--- src/rtl/skel_pkg.sv ---
`default_nettype none
// ============================================================================
//  Module      : skel_pkg
//  Description : Shared types and helpers for the skeleton pass sequencer.
//                Holds the sequencer state encoding, pixel width and a pixel
//                count helper used to size the address sweep.
//  Revision    : 1.0  initial release
// ============================================================================
package skel_pkg;

    localparam int PIX_W = 8;

    // Sequencer states. A pass is PREFETCH -> LOAD -> TURN -> READOUT -> CHECK.
    typedef enum logic [2:0] {
        IDLE     = 3'd0,
        PREFETCH = 3'd1,
        LOAD     = 3'd2,
        TURN     = 3'd3,
        READOUT  = 3'd4,
        CHECK    = 3'd5,
        FINISH   = 3'd6
    } seq_state_t;

    // Number of pixels in an n x n frame.
    function automatic int pix_count(input int n);
        return n * n;
    endfunction

endpackage
`default_nettype wire

--- src/rtl/beat_addr_gen.sv ---
`default_nettype none
// ============================================================================
//  Module      : beat_addr_gen
//  Description : Beat phase toggle and sweep address counter. The phase bit
//                toggles every cycle and can be restarted at 0 so that a new
//                pass begins on the kernel array's active-edge cycle. The
//                address counter steps once per beat and flags the last pixel.
//  Revision    : 1.0  initial release
// ============================================================================
module beat_addr_gen
    import skel_pkg::*;
#(
    parameter int N        = 8,
    parameter int BIT_SIZE = 6
) (
    input  logic                clk,
    input  logic                rst_n,
    input  logic                phase_restart,
    input  logic                addr_step,
    input  logic                addr_clear,
    output logic                beat_phase,
    output logic [BIT_SIZE:0]   addr,
    output logic                addr_last
);

    localparam logic [BIT_SIZE:0] c_last_addr = (BIT_SIZE+1)'(pix_count(N) - 1);

    logic              r_phase;
    logic [BIT_SIZE:0] r_addr;

    // Phase bit: free-running toggle, forced back to 0 at the start of a pass.
    always_ff @(posedge clk or negedge rst_n) begin
        if (!rst_n) begin
            r_phase <= 1'b0;
        end else if (phase_restart) begin
            r_phase <= 1'b0;
        end else begin
            r_phase <= ~r_phase;
        end
    end

    // Address counter: cleared by the FSM when a sweep ends, never passes the last pixel.
    always_ff @(posedge clk or negedge rst_n) begin
        if (!rst_n) begin
            r_addr <= '0;
        end else if (addr_clear) begin
            r_addr <= '0;
        end else if (addr_step && (r_addr != c_last_addr)) begin
            r_addr <= r_addr + 1'b1;
        end
    end

    assign beat_phase = r_phase;
    assign addr       = r_addr;
    assign addr_last  = (r_addr == c_last_addr);

endmodule
`default_nettype wire

--- src/rtl/skeleton_pass_sequencer.sv ---
`default_nettype none
// ============================================================================
//  Module      : skeleton_pass_sequencer
//  Description : Drives the kernelRam convolution array over one NxN frame.
//                Each pass streams the frame into the array (LOAD), lets the
//                array finish (TURN), then writes every result pixel back to
//                the frame buffer (READOUT). Passes repeat until a pass leaves
//                the frame unchanged or the pass limit is reached.
//                The beat phase is restarted at 0 on the first beat of every
//                pass so that beats stay aligned with the array's active edge
//                across the single-cycle CHECK state.
//  Revision    : 1.0  initial release
// ============================================================================
module skeleton_pass_sequencer
    import skel_pkg::*;
#(
    parameter  int N          = 8,
    parameter  int BIT_SIZE   = 6,
    parameter  int MAX_PASSES = 15,
    localparam int PC_W       = $clog2(MAX_PASSES + 1)
) (
    input  logic                clk,
    input  logic                rst_n,
    input  logic                start,
    output logic                busy,
    output logic                done,
    output logic                converged,
    output logic [PC_W-1:0]     pass_count,
    output logic                beat_phase,
    output logic                k_we,
    output logic [BIT_SIZE:0]   k_addr,
    output logic [PIX_W-1:0]    k_data,
    input  logic [PIX_W-1:0]    k_result,
    output logic [BIT_SIZE:0]   fb_rd_addr,
    input  logic [PIX_W-1:0]    fb_rd_data,
    output logic                fb_wr_en,
    output logic [BIT_SIZE:0]   fb_wr_addr,
    output logic [PIX_W-1:0]    fb_wr_data
);

    localparam logic [PC_W-1:0] c_max_pass = PC_W'(MAX_PASSES);

    seq_state_t        r_state;
    seq_state_t        w_state_next;
    logic              r_changed;
    logic              r_converged;
    logic [PC_W-1:0]   r_pass_count;
    logic [PC_W-1:0]   w_pc_next;
    logic              r_k_we;
    logic [PIX_W-1:0]  r_prefetch;

    logic              w_phase;
    logic [BIT_SIZE:0] w_addr;
    logic              w_last;
    logic              w_phase_restart;
    logic              w_addr_step;
    logic              w_addr_clear;

    beat_addr_gen #(
        .N        (N),
        .BIT_SIZE (BIT_SIZE)
    ) u_beat_addr_gen (
        .clk           (clk),
        .rst_n         (rst_n),
        .phase_restart (w_phase_restart),
        .addr_step     (w_addr_step),
        .addr_clear    (w_addr_clear),
        .beat_phase    (w_phase),
        .addr          (w_addr),
        .addr_last     (w_last)
    );

    // Saturating pass counter increment used by CHECK.
    assign w_pc_next = (r_pass_count == c_max_pass) ? r_pass_count : r_pass_count + 1'b1;

    // State register.
    always_ff @(posedge clk or negedge rst_n) begin
        if (!rst_n) begin
            r_state <= IDLE;
        end else begin
            r_state <= w_state_next;
        end
    end

    // Next-state logic; beat states advance only at the end of phase 1.
    always_comb begin
        w_state_next    = r_state;
        w_phase_restart = 1'b0;
        w_addr_step     = 1'b0;
        w_addr_clear    = 1'b0;
        case (r_state)
            IDLE: begin
                if (start) begin
                    w_state_next    = PREFETCH;
                    w_phase_restart = 1'b1;
                end
            end
            PREFETCH: begin
                if (w_phase) begin
                    w_state_next = LOAD;
                end
            end
            LOAD: begin
                if (w_phase) begin
                    if (w_last) begin
                        w_state_next = TURN;
                        w_addr_clear = 1'b1;
                    end else begin
                        w_addr_step  = 1'b1;
                    end
                end
            end
            TURN: begin
                if (w_phase) begin
                    w_state_next = READOUT;
                end
            end
            READOUT: begin
                if (w_phase) begin
                    if (w_last) begin
                        w_state_next = CHECK;
                        w_addr_clear = 1'b1;
                    end else begin
                        w_addr_step  = 1'b1;
                    end
                end
            end
            CHECK: begin
                if (!r_changed || (w_pc_next == c_max_pass)) begin
                    w_state_next = FINISH;
                end else begin
                    w_state_next    = PREFETCH;
                    w_phase_restart = 1'b1;
                end
            end
            FINISH: begin
                w_state_next = IDLE;
            end
            default: begin
                w_state_next = IDLE;
            end
        endcase
    end

    // Pass bookkeeping: change detection during READOUT, verdict in CHECK.
    always_ff @(posedge clk or negedge rst_n) begin
        if (!rst_n) begin
            r_changed    <= 1'b0;
            r_converged  <= 1'b0;
            r_pass_count <= '0;
        end else begin
            case (r_state)
                IDLE: begin
                    if (start) begin
                        r_changed    <= 1'b0;
                        r_converged  <= 1'b0;
                        r_pass_count <= '0;
                    end
                end
                READOUT: begin
                    if (w_phase && (k_result != fb_rd_data)) begin
                        r_changed <= 1'b1;
                    end
                end
                CHECK: begin
                    r_pass_count <= w_pc_next;
                    if (!r_changed) begin
                        r_converged <= 1'b1;
                    end else if (w_pc_next == c_max_pass) begin
                        r_converged <= 1'b0;
                    end else begin
                        r_changed <= 1'b0;
                    end
                end
                default: begin
                end
            endcase
        end
    end

    // Kernel write enable and prefetched pixel, both stable across a full beat.
    always_ff @(posedge clk or negedge rst_n) begin
        if (!rst_n) begin
            r_k_we     <= 1'b0;
            r_prefetch <= '0;
        end else begin
            r_k_we <= (w_state_next == LOAD);
            if (w_phase && (r_state == PREFETCH)) begin
                r_prefetch <= fb_rd_data;
            end else if (w_phase && (r_state == LOAD)) begin
                r_prefetch <= w_last ? '0 : fb_rd_data;
            end
        end
    end

    // Frame buffer read address and write-back strobe.
    always_comb begin
        fb_rd_addr = '0;
        fb_wr_en   = 1'b0;
        fb_wr_addr = '0;
        fb_wr_data = '0;
        case (r_state)
            LOAD: begin
                fb_rd_addr = w_last ? '0 : (w_addr + 1'b1);
            end
            READOUT: begin
                fb_rd_addr = w_addr;
                if (w_phase) begin
                    fb_wr_en   = 1'b1;
                    fb_wr_addr = w_addr;
                    fb_wr_data = k_result;
                end
            end
            default: begin
            end
        endcase
    end

    assign busy       = (r_state != IDLE) && (r_state != FINISH);
    assign done       = (r_state == FINISH);
    assign converged  = r_converged;
    assign pass_count = r_pass_count;
    assign beat_phase = w_phase;
    assign k_we       = r_k_we;
    assign k_addr     = w_addr;
    assign k_data     = r_prefetch;

endmodule
`default_nettype wire
--- config.mk ---
export PLATFORM = sky130hd
export DESIGN_NAME = skeleton_pass_sequencer
export DESIGN_NICKNAME = d
export VERILOG_FILES = /design/src/rtl/skel_pkg.sv /design/src/rtl/beat_addr_gen.sv /design/src/rtl/skeleton_pass_sequencer.sv
export SDC_FILE = /design/constraint.sdc
export NUM_CORES = 1
export LEC_CHECK = 0
export CORE_ASPECT_RATIO = 0.5
export CORE_MARGIN = 2
export CORE_UTILIZATION = 50
export DETAILED_ROUTE_END_ITERATION = 10
export DONT_BUFFER_PORTS = 1
export PLACE_DENSITY = 0.68
export SETUP_SLACK_MARGIN = 0.5
export SLEW_MARGIN = 0
export SYNTH_ARGS = -nofsm -noshare
export SYNTH_HDL_FRONTEND = slang
export SYNTH_SLANG_ARGS = --single-unit
--- constraint.sdc ---
create_clock -name clk -period 1.7 [get_ports clk]
set_input_delay 0.34 -clock clk [delete_from_list [all_inputs] [get_ports clk]]
set_output_delay 0.34 -clock clk [all_outputs]
set_load 0.01 [all_outputs]
# Yosys cells after proc, flatten, opt, wreduce, memory -nomap -nowiden
# Index checks and enable logic that the tools add are counted.
dict set report word_totals {
  reg_bits 26
  latchBits 0
  ramBits 0
  romBits 0
  inputBits 19
  out_inout_bits 47
  wordCells 87
  mem_count 0
}
dict set report op_classes {
  addsub 2
  mul 0
  n_div 0
  order_cmp 0
  eq_ne 16
  shift 0
  muxes 43
  n_bitwise 1
  n_reduce_logical 17
}
# op n
set op_table {}
lappend op_table {{2-to-1 mux 8 bit} 5}
lappend op_table {{2-to-1 mux 7 bit} 5}
lappend op_table {{2-to-1 mux 3 bit} 8}
lappend op_table {{case mux 3 bit (6 select lines)} 1}
lappend op_table {{2-to-1 mux 1 bit} 17}
lappend op_table {{case mux 7 bit (2 select lines)} 1}
lappend op_table {{equality test 3 x 2 -> 1 bit (second input constant)} 3}
lappend op_table {{equality test 3 bit (second input constant)} 3}
lappend op_table {{equality test 4 bit (second input constant)} 2}
lappend op_table {{2-to-1 mux 4 bit} 2}
lappend op_table {{inequality test 8 bit} 1}
lappend op_table {{case mux 4 bit (2 select lines)} 1}
lappend op_table {{adder 7 x 1 -> 7 bit (second input constant)} 1}
lappend op_table {{equality test 7 x 6 -> 1 bit (second input constant)} 1}
lappend op_table {{inequality test 7 x 6 -> 1 bit (second input constant)} 1}
lappend op_table {{inequality test 3 bit (second input constant)} 2}
lappend op_table {{AND reduction 3 bit} 2}
lappend op_table {{nonzero test 2 bit} 3}
lappend op_table {{nonzero test 3 bit} 2}
lappend op_table {{logical AND 1 bit} 5}
lappend op_table {{adder 4 x 1 -> 4 bit (second input constant)} 1}
lappend op_table {{inequality test 2 bit (second input constant)} 2}
lappend op_table {{case mux 1 bit (2 select lines)} 2}
lappend op_table {{equality test 3 x 1 -> 1 bit (second input constant)} 1}
lappend op_table {{7 further kinds} 7}

# Depth between registers and ports, before layout
dict set report logic_depth {
  ltp_word 7
  ltp_mapped 7
  depth_no_buf 5
}

# By module
# From an unflattened synthesis, not the netlist that was laid out.
dict set report unflattened {
  cells_unflattened 189
  area_unflattened_um2 1729.2
}
# mod instances cells_each area_each_um2 seq_area_each_um2
set by_module_without_submodules {}
lappend by_module_without_submodules {skeleton_pass_sequencer 1 142 1282.5 450.4}
lappend by_module_without_submodules {beat_addr_gen 1 47 446.7 200.2}

# Least setup slack after synthesis
# Ideal clock, no wire load.
dict set report synth_path {
  path_kind {register to output}
  from {reg u_beat_addr_gen.r_addr[0] (netlist: u_beat_addr_gen.addr[0])}
  to {out fb_rd_addr[1]}
  t_arrival_ns 1.474
  required_ns 1.360
  path_slack_ns -0.114
  stages_incl_launch_ff 7
  path_buffers 1
  path_cell_list {dfrtp_1 ha_1 nand4b_2 or2_1 buf_2 a32oi_1 nor2_1}
}
dict set report synth_via {
  elab_chain_len 3
  elab_cells_between_ends 4
  cone_classes {add/sub (1); eq/ne (1); mux (2)}
}
# element line_no
set synth_lines {}
lappend synth_lines {{from (decl)} beat_addr_gen.sv:29} ;# logic [BIT_SIZE:0] r_addr;
lappend synth_lines {{from (signal assigned)} beat_addr_gen.sv:49} ;# r_addr <= r_addr + 1'b1;
lappend synth_lines {{adder 7 x 1 -> 7 bit / equality test 7 x 6 -> 1 bit (equally long branches)} {skeleton_pass_sequencer.sv:204, beat_addr_gen.sv:55}}
lappend synth_lines {{2-to-1 mux 7 bit *} skeleton_pass_sequencer.sv:204} ;# fb_rd_addr = w_last ? '0 : (w_addr + 1'b1);
lappend synth_lines {{case mux 7 bit (2 select lines) *} skeleton_pass_sequencer.sv:202} ;# case (r_state)
lappend synth_lines {{to (decl)} skeleton_pass_sequencer.sv:34} ;# output logic [BIT_SIZE:0] fb_rd_addr,
# Every way passes the cells marked *; elsewhere a longest branch is shown, timed or not.

# Worst setup path after layout
dict set report layout_path {
  from {reg u_beat_addr_gen.r_addr[1] (netlist: u_beat_addr_gen.addr[1])}
  to {out fb_rd_addr[3]}
}
# Same word-level chain as after synthesis.

==> flow_results.org <==
** Outcome
- Result of the run :: finished with violations
- The checks that failed: negative setup slack.

** Die
- Die boundary height :: 45.27 um
- For this configuration, the core starts out at a cell density of 0.5461.
- The die covers 3917 sq um.
- The die is 86.53 um wide.
- Core area :: 3118 sq um
- 66 I/O pins were placed.
- Site row count :: 14

** Worst setup path
- Start point of the critical path :: u_beat_addr_gen.addr[1]
- Critical Setup Path Class :: register to primary output
- The worst setup path is launched from a register.
- Critical register-to-register path endpoint :: r_changed
- STA classifies the critical path endpoint as a primary output.
- At the worst endpoint, the arrival time is 1610 ps.
- CP Data Required Time :: 1360 ps
- In this run the worst path has a maximum fanout of 4.
- R2r startpoint :: pass_count[1]
- Reg2Reg Depth :: 5
- For flop-to-flop paths, the worst setup slack is ~40 ps.

** Timing
- Total of endpoints with negative setup slack in the final report :: 24
- For the pin with the worst max-slew slack, the measured transition is 305.9 ps.
- The number of pins with negative max-slew slack in the final report was 0.
- RSZ-0062 raised after global routing :: true
- Worst slew slack as a fraction of its limit :: 0.7917
- Final period utilization :: 1.149
- Max frequency :: 0.5119 GHz
- Counting I/O delays and the setup requirement, the final critical path takes 1953 ps.
- Clock skew on the completed layout was measured at ~2.4 ps.
- Final critical-path setup slack :: -253.5 ps
- The final-report hold violation count came to 0.

** Worst hold path
- Number of instances on the worst hold path :: 1
- Origin of the worst min-delay path :: fb_rd_data[5]
- Hold Crit Endpoint :: k_data[5]
- The tightest min-delay check is of the input port to register type.

** Logic synthesis
- Flip-flop and latch count after synthesis :: 26
- Share of the yosys chip area belonging to registers :: 0.3821
- The biggest area contributor in the post-synthesis netlist is sky130_fd_sc_hd__dfrtp_1.
- Mean instance size in the synthesized netlist :: between 9 and 10 sq um
- The cell area that synthesis handed to floorplanning was 1703 sq um.
- The share of synthesized area in the top cell type comes to 0.3821.
- Largest cells by area after synthesis :: sky130_fd_sc_hd__dfrtp_1 (38%), sky130_fd_sc_hd__and3_1 (6.2%), sky130_fd_sc_hd__xor2_1 (6.2%)
- After synthesis, the netlist uses 52 different library cells.
- Count of warnings emitted by yosys :: 0
- When the netlist entered floorplanning its net count stood at 202.
- Cell count after synthesis :: 181

** Job
- Max_cap viols :: 0

** Power and ir drop
- For this design the static power due to leakage is about 1.1 nW.
- In this run the power density over the cells is 400.6 nW/um^2.
- Total design power :: around 1.1 mW
- IR drop worst, VDD :: 0.4137 mV

** Global route
- Entering global routing, the biggest net connects 27 pins.
- In the global route stage, overall resource usage came out at 0.2818.
- For this run the aggregate overflow at the end of global routing stands at 0.
- The number of global-route vias before repair is 1585.
- The number of antenna violations at the first check in global routing came to 0.
- The first global-routing pass estimated ~8300 um of wire.

** Finish
- Area added between synthesis and finish :: 56.43%
- Non-filler cells in the finished layout :: 266
- The library cells used most frequently in the layout, excluding fill and tap cells, are sky130_fd_sc_hd__buf_6 (25), sky130_fd_sc_hd__buf_4 (25), sky130_fd_sc_hd__and3_4 (15), sky130_fd_sc_hd__dfrtp_1 (15), sky130_fd_sc_hd__dfrtp_2 (11).
- In the final design database the tool counted 248 nets.
- The repair_antennas step left the layout with diodes totalling 0.
- Fraction of layout instances using a drive strength above 1 :: 0.6106

** Place
- At the end of routability-driven placement, the weighted congestion stood at 0.8296.
- Detailed placement finished with a half-perimeter wire length of 3421 um.
- Placed insts :: around 230
- Buffers placed on the I/O ports in this run total 0.

** CTS
- Clock network latency to the later pin of the worst-skew pair :: 280 ps
- The clock net in this run drives a total of 26 sinks.
- TritonCTS built the clock tree.
- The tree is rooted in a sky130_fd_sc_hd__clkbuf_8.
- After clock tree synthesis, the clock-pin slew on the worst setup and hold paths is 100 ps.
- TritonCTS created 3 clock buffers.
- In this run the number of H-tree levels came out at 1.
- Max clock buf depth :: 2

** Detailed routing
- For this block, the routed nets add up to roughly 5800 um of wire.
- The pre-antenna-repair detailed-routing pass consisted of 4 iterations.
- Final ANT Viol Nets :: 0
- Summing over every cut layer, the via total after detailed routing is 1727.
- The detailed router finished its first iteration with 73 violations.
- Using the TritonRoute via totals, the vias-per-cell ratio works out to 6.492.
- Remaining DRCs :: 0
- Dividing the detail-routed wire length by the instance count gives 21.85 um.
-- critical path, stage by stage, from the launching register on --
cell                       delay, ps
sky130_fd_sc_hd__dfrtp_2         440
sky130_fd_sc_hd__ha_4            190
sky130_fd_sc_hd__nand4b_4        120
sky130_fd_sc_hd__o21ai_4          70
sky130_fd_sc_hd__o41ai_2         330
sky130_fd_sc_hd__buf_4           190
-- synthesized netlist by cell type, drive strengths merged --
library cell	count
o41ai	2
nor2b	2
nor4	3
and4bb	2
nor2	14
xnor2	2
nor3b	3
or3	3
a31oi	2
buf	7
nand2	12
o21a	1
or2	2
ha	2
inv	6
mux2i	3
a211oi	1
and4b	1
and3b	1
nand2b	4
o211ai	1
a21oi	7
nand3	7
and4	1
a32o	9
a311oi	1
clkbuf	5
o22a	1
dfrtp	26
o2bb2ai	1
nand4b	1
a21o	3
o32ai	1
nor3	3
o21ai	6
and2b	1
o31ai	1
a22oi	2
xor2	12
and3	17
a32oi	2
-- worst max-delay path by stage --
stage                     depth (start not counted)       endpoint  slack (ps)
final                                             5  fb_rd_addr[3]        -250
after global routing                              5  fb_rd_addr[3]        -290
after CTS                                         5  fb_rd_addr[1]        -190
after detailed placement                          5      r_changed          50
after global placement                            5      r_changed          90
after floorplan                                   6  fb_rd_addr[1]          50
-- layer usage --
metal	global-route usage	vias up	wire (um)	share of wire
met5	0	-	0	0
met4	0.07500	0	79	0.014
met3	0.09324	10	499	0.086
met2	0.4585	85	2703	0.46
met1	0.3687	866	2531	0.44
li1	-	766	-	-
-- cell type report --
| cell class | count | area (sq um) |
|---|---|---|
| inverters | 6 | 25.02 |
| clock buffers | 4 | 45.04 |
| multi-input cells | 137 | 1360 |
| repair buffers | 53 | 519.2 |
| flip-flops and latches | 26 | 664.4 |
| fillers | 150 | 454.2 |
| well taps | 40 | 50.05 |
-- power breakdown --
group / leakage (nW) / internal (mW) / switching (mW)
clock network: 0.0228 / 0.169 / 0.216
logic: 0.812 / 0.0223 / 0.0219
registers: 0.295 / 0.627 / 0.0111
-- cells by family (layout without fill, tap and decap cells) --
logic type,count (synthesis),count (layout),share of synthesized area
flops,26,26,0.3821
buf+inv,18,63,0.05730
compound gates,41,41,0.1896
fa+ha+maj,2,2,0.01469
xor+xnor,14,14,0.07201
mux,3,3,0.01763
simple gates,77,77,0.2667
-- registers in the layout, summed over array words and instances (netlist names) --
signal / cells
converged: 1
k_data: 8
k_we: 1
pass_count: 4
r_changed: 1
r_state: 3
u_beat_addr_gen.addr: 7
u_beat_addr_gen.beat_phase: 1
-- metrics by stage --
step | setup TNS (ps) | instance area (sq um) | worst slack, ps | utilization | hold slack [ps]
after global placement | 0 | 2069 | 89.28 | 0.6637 | 44.89
final | -1969 | 2664 | -253.5 | 0.8543 | 212.8
after global routing | -2980 | 2664 | -294.5 | 0.8543 | 207.2
after detailed placement | 0 | 2069 | 48.00 | 0.6637 | 44.99
after CTS | -1298 | 2444 | -191.3 | 0.7837 | 215.4
after floorplan | 0 | 1936 | 46.29 | - | 44.41
-- what timing repair did --
action	CTS	global route
hold buffers	2	0
gates resized for setup	44	36
endpoints found under the setup margin	58	61
gates cloned	0	1
hold endpoints to repair	26	0
pin swaps	22	12
buffers inserted	19	8
No activity file was read; power rests on OpenSTA's default activity.
